<file path="config.mk">
export PLATFORM = sky130hd
export DESIGN_NAME = bcd_ascii_streamer
export DESIGN_NICKNAME = d
export VERILOG_FILES = /design/src/rtl/bcd_ascii_streamer.sv
export SDC_FILE = /design/constraint.sdc
export NUM_CORES = 1
export LEC_CHECK = 0
export ABC_AREA = 1
export ABC_CLOCK_PERIOD_IN_PS = 2000
export CAP_MARGIN = 30
export CORE_AREA = 2 2 83 85
export CTS_BUF_LIST = sky130_fd_sc_hd__clkbuf_8 sky130_fd_sc_hd__clkbuf_16
export DETAILED_ROUTE_END_ITERATION = 16
export DIE_AREA = 0 0 85 87
export GPL_TIMING_DRIVEN = 0
export PLACE_DENSITY = 0.76
export SLEW_MARGIN = 20
export SYNTH_ARGS = -nofsm -noshare
export SYNTH_HDL_FRONTEND = slang
export SYNTH_SLANG_ARGS = --single-unit
</file>
<file path="constraint.sdc">
create_clock -name clk -period 2 [get_ports clk]
set_input_delay 0.4 -clock clk [delete_from_list [all_inputs] [get_ports clk]]
set_output_delay 0.4 -clock clk [all_outputs]
set_load 0.02 [all_outputs]
</file>
<file path="src/rtl/bcd_ascii_streamer.sv">
// Streams a packed BCD word as ASCII characters, MSD first, over a byte-wide valid/ready port.
// Optional CR/LF trailer is compiled in when BCD_STREAM_CRLF_EN is defined.
module bcd_ascii_streamer #(
   parameter int N_DIGITS    = 10,
   parameter bit SUPPRESS_LZ = 1'b1
) (
   input  logic                    clk,
   input  logic                    rst,
   input  logic                    start,
   input  logic [4*N_DIGITS-1:0]   bcd_in,
   output logic                    busy,
   output logic [7:0]              tx_data,
   output logic                    tx_valid,
   input  logic                    tx_ready,
   output logic                    done
);

   localparam int IW = (N_DIGITS > 1) ? $clog2(N_DIGITS) : 1;
   localparam logic [IW-1:0] IDX_TOP = IW'(N_DIGITS - 1);

`ifdef BCD_STREAM_CRLF_EN
   typedef enum logic [2:0] {S_IDLE, S_SKIP, S_SEND, S_CR, S_LF, S_DONE} state_t;
`else
   typedef enum logic [2:0] {S_IDLE, S_SKIP, S_SEND, S_DONE} state_t;
`endif

   state_t                  state, state_n;
   logic [IW-1:0]           idx, idx_n, idx_dec;
   logic [4*N_DIGITS-1:0]   word, word_n;
   logic [7:0]              data_q, data_n;
   logic                    valid_q, valid_n;
   logic [3:0]              cur_digit, next_digit;

   function automatic logic [7:0] to_ascii(input logic [3:0] d);
      return (d > 4'd9) ? 8'h3F : {4'h3, d};
   endfunction

   assign idx_dec    = idx - IW'(1);
   assign cur_digit  = word[{idx, 2'b00} +: 4];
   assign next_digit = word[{idx_dec, 2'b00} +: 4];

   // tx_data/tx_valid are carried as state so they hold steady while the sink stalls
   always_ff @(posedge clk or posedge rst) begin
      if (rst) begin
         state   <= S_IDLE;
         idx     <= '0;
         word    <= '0;
         data_q  <= 8'h00;
         valid_q <= 1'b0;
      end else begin
         state   <= state_n;
         idx     <= idx_n;
         word    <= word_n;
         data_q  <= data_n;
         valid_q <= valid_n;
      end
   end

   always_comb begin
      state_n = state;
      idx_n   = idx;
      word_n  = word;
      data_n  = data_q;
      valid_n = valid_q;
      case (state)
         S_IDLE: begin
            if (start) begin
               word_n  = bcd_in;
               idx_n   = IDX_TOP;
               state_n = S_SKIP;
            end
         end
         S_SKIP: begin
            if (SUPPRESS_LZ && cur_digit == 4'd0 && idx != '0) begin
               idx_n = idx_dec;
            end else begin
               state_n = S_SEND;
               valid_n = 1'b1;
               data_n  = to_ascii(cur_digit);
            end
         end
         S_SEND: begin
            if (valid_q && tx_ready) begin
               if (idx == '0) begin
`ifdef BCD_STREAM_CRLF_EN
                  state_n = S_CR;
                  data_n  = 8'h0D;
`else
                  state_n = S_DONE;
                  valid_n = 1'b0;
`endif
               end else begin
                  idx_n  = idx_dec;
                  data_n = to_ascii(next_digit);
               end
            end
         end
`ifdef BCD_STREAM_CRLF_EN
         S_CR: begin
            if (valid_q && tx_ready) begin
               state_n = S_LF;
               data_n  = 8'h0A;
            end
         end
         S_LF: begin
            if (valid_q && tx_ready) begin
               state_n = S_DONE;
               valid_n = 1'b0;
            end
         end
`endif
         S_DONE: begin
            state_n = S_IDLE;
         end
         default: begin
            state_n = S_IDLE;
            valid_n = 1'b0;
         end
      endcase
   end

   always_comb begin
      busy     = (state != S_IDLE);
      done     = (state == S_DONE);
      tx_data  = data_q;
      tx_valid = valid_q;
   end

endmodule
</file>
==> qor.csv <==
metric,value,unit
Worst slew margin,62.5,%
number of global-route vias before repair,2849,
"Hold Vio Cnt, Final",0,
worst skew pair latency,0.31,ns
R2R Setup Slk,0.06,ns
Worst Clk Skew,0.00501,ns
max-cap violations,0,
Slew @ Worst Pin,0.562,ns
Clock Path Buffers,2,
Final nets,545,
CP max-delay cell,dfrtp_2,
Routed Wire Length,8550,microns
Antenna Cells,0,
pin count of the biggest net entering global routing,29,
Placed Cells,560,
Residual DRC,0,
Worst EP required,2.20,ns
"Slew Viols, Final",0,
Crit path top cell by count,nand2_1,
peak supply drop,781,uV
critical setup path kind,flop to flop,
total global routing overflow,0,
final setup vio count,0,
Worst Setup End Kind,flop,
fmax,0.515,GHz
Syn Inst Count,426,
CTS buffer count,5,
Sinks on Clock Net,52,
vias per cell,5.21,
Clock transition at path regs,0.10,ns
first-pass GRT wire length,14000,microns
largest fanout on the critical path,10,
Routed Antenna Nets,0,
Setup TNS,0,ns
status,finished clean,
worst path cell trace,"buf_4, buf_4, nand2_1, o21ai_0, nand2_1, nand3_1, nand3_1, nand3_1, nor2_2, nand2_1, nand2_2, nand3_2, nand2_1, nand2_1",
worst min path class,input pin to async pin,
ratio of cells with drive above 1 in the final layout,15.9,%
Final period util,97.1,%
gpl congestion,0.959,
total power,0.00724,W
Synth cell types,24,
Ys Warns,0,
die span in x,85,microns
1st-iter DRT viols,170,
Post-Synthesis Cell Area,3050,sq um
port bufs,52,
die area,7400,sq um
WL/cell,14.8,microns
total vias in the final route,2999,
Final min period,1.94,ns
I/O pins,55,
Worst R2R Start,idx[0],
power per cell area,1800,nW/um^2
Seq cells post-synth,52,
Critical Path Start Type,flop,
worst hold margin,0.463,ns
initial antenna violation count,0,
Worst path max stage delay,0.44,ns
Mean Syn Cell Area,7.15,sq um
CTS H-tree lvls,2,
LEAKAGE,1.96,nW
Layout Utilization,61.3,%
met2 wire length,3860,microns
Clk Tree Root Cell,clkbuf_8,
Starting Density,46.4,%
Area growth syn-to-layout,32.1,%
"Hold-fix buffers, CTS",0,
DP HPWL,6410,microns
row count,30,
R2R Path End,idx[0],
post-route insts no fill,576,
Core Region,6570,sq um
met1 WL,3920,microns
reg2reg path depth,14,
overall global routing resource usage,24.2,%
die height,87,microns
share of the yosys chip area belonging to registers,42.7,%
DRT Pass-1 Iters,4,
Critical Path AT,2.14,ns
Max Used Layer,met4,
RSZ-0062 raised after global routing,yes,
CTS tree,done,
wire length on met3,538,microns
cell type report:
type / count / area (sq um)
flip-flops and latches: 52 / 1300
clock buffers: 6 / 82.6
fillers: 627 / 2540
inverters: 53 / 210
clock inverters: 2 / 15.0
repair buffers: 61 / 599
well taps: 80 / 100
multi-input cells: 300 / 1560
plain buffers: 22 / 155
where the power goes:
part / leakage (nW) / switching [W] / internal [W] / total [W]
Clock: 0.0434 / 0.000366 / 0.000281 / 0.000647
Combinational: 1.34 / 0.00295 / 0.00180 / 0.00475
Sequential: 0.582 / 0.000278 / 0.00156 / 0.00184
Total: 1.96 / 0.00360 / 0.00364 / 0.00724
state kept, by name, indices dropped and copies added (netlist names):
name	count
idx	4
tx_data	5
word	40
tx_valid	1
state	2
synthesized netlist by cell type:
| cell | count | area, sq um |
|---|---|---|
| nand2_2 | 1 | 6.26 |
| ha_1 | 6 | 75.1 |
| dfrtp_1 | 52 | 1300 |
| buf_6 | 1 | 11.3 |
| o211ai_2 | 1 | 12.5 |
| clkbuf_1 | 6 | 22.5 |
| conb_1 | 1 | 3.75 |
| a21oi_1 | 39 | 195 |
| nand3_1 | 49 | 245 |
| nand2_1 | 107 | 402 |
| clkinv_1 | 1 | 3.75 |
| nand3_2 | 2 | 20.0 |
| buf_1 | 3 | 11.3 |
| o21ai_0 | 22 | 110 |
| mux2_2 | 7 | 78.8 |
| nand4_1 | 4 | 25.0 |
| buf_4 | 4 | 30.0 |
| inv_1 | 50 | 188 |
| buf_2 | 8 | 40.0 |
| o211ai_1 | 8 | 60.1 |
| nor2_1 | 49 | 184 |
| o21ai_1 | 2 | 10.0 |
| inv_2 | 2 | 7.51 |
| nor3_1 | 1 | 5.00 |
critical path, delay by kind of cell (launching register included):
kind / cells / cell delay, ns
flops: 1 / 0.44
simple gates: 11 / 0.98
compound gates: 1 / 0.08
buf+inv: 2 / 0.32
through the flow:
step           worst slack, ns  cell area [sq um]
5_1_grt                -0.0814               4030
3_3_place_gp            -0.652               3670
2_1_floorplan           0.0603               3050
4_1_cts                 0.0123               3860
3_5_place_dp            -0.453               3690
6_report                0.0588               4030
what timing repair did:
| item | 4_1_cts | 5_1_grt |
|---|---|---|
| pin swaps | 1 | 12 |
| gates resized for setup | 20 | 40 |
| gates cloned | 0 | 0 |
| endpoints found under the setup margin | 36 | 22 |
| buffers inserted | 2 | 6 |
cell usage in the layout, fill, tap and decap left out, types with 7 or more instances in the layout:
cell and n:
nand2_1 98, dfrtp_1 51, clkdlybuf4s50_1 51, inv_1 47, nor2_1 44, nand3_1 40
a21oi_1 38, o21ai_0 16, buf_4 14, nand3_2 10, nand2_2 9, o211ai_1 8
o21ai_1 8, mux2_2 7, clkbuf_8 7
logic make-up (layout without fill, tap and decap cells):
| family | after synthesis | in the layout | share of synthesized area (%) |
|---|---|---|---|
| fa+ha+maj | 6 | 6 | 2.46 |
| flops | 52 | 52 | 42.7 |
| compound gates | 72 | 72 | 12.7 |
| mux | 7 | 7 | 2.59 |
| other cells | 1 | 2 | 0.123 |
| buf+inv | 75 | 144 | 10.3 |
| simple gates | 213 | 213 | 29.1 |
per-layer routing:
| layer | track usage, % | vias up |
|---|---|---|
| met5 | 0 | - |
| met4 | 8.95 | 0 |
| met3 | 3.22 | 19 |
| met2 | 37.7 | 114 |
| met1 | 34.5 | 1366 |
| li1 | - | 1500 |
worst max path at each step:
stage,start,to,slack (ns),depth (start not counted)
final,idx[0],idx[0],0.06,14
after global routing,idx[0],tx_data[1],-0.08,12
after floorplan,idx[0],tx_data[0],0.06,12
after CTS,idx[0],tx_data[0],0.01,13
after detailed placement,start,word[32],-0.45,5
after global placement,rst,word[0],-0.65,2
Power figures use the tool's default switching activity.
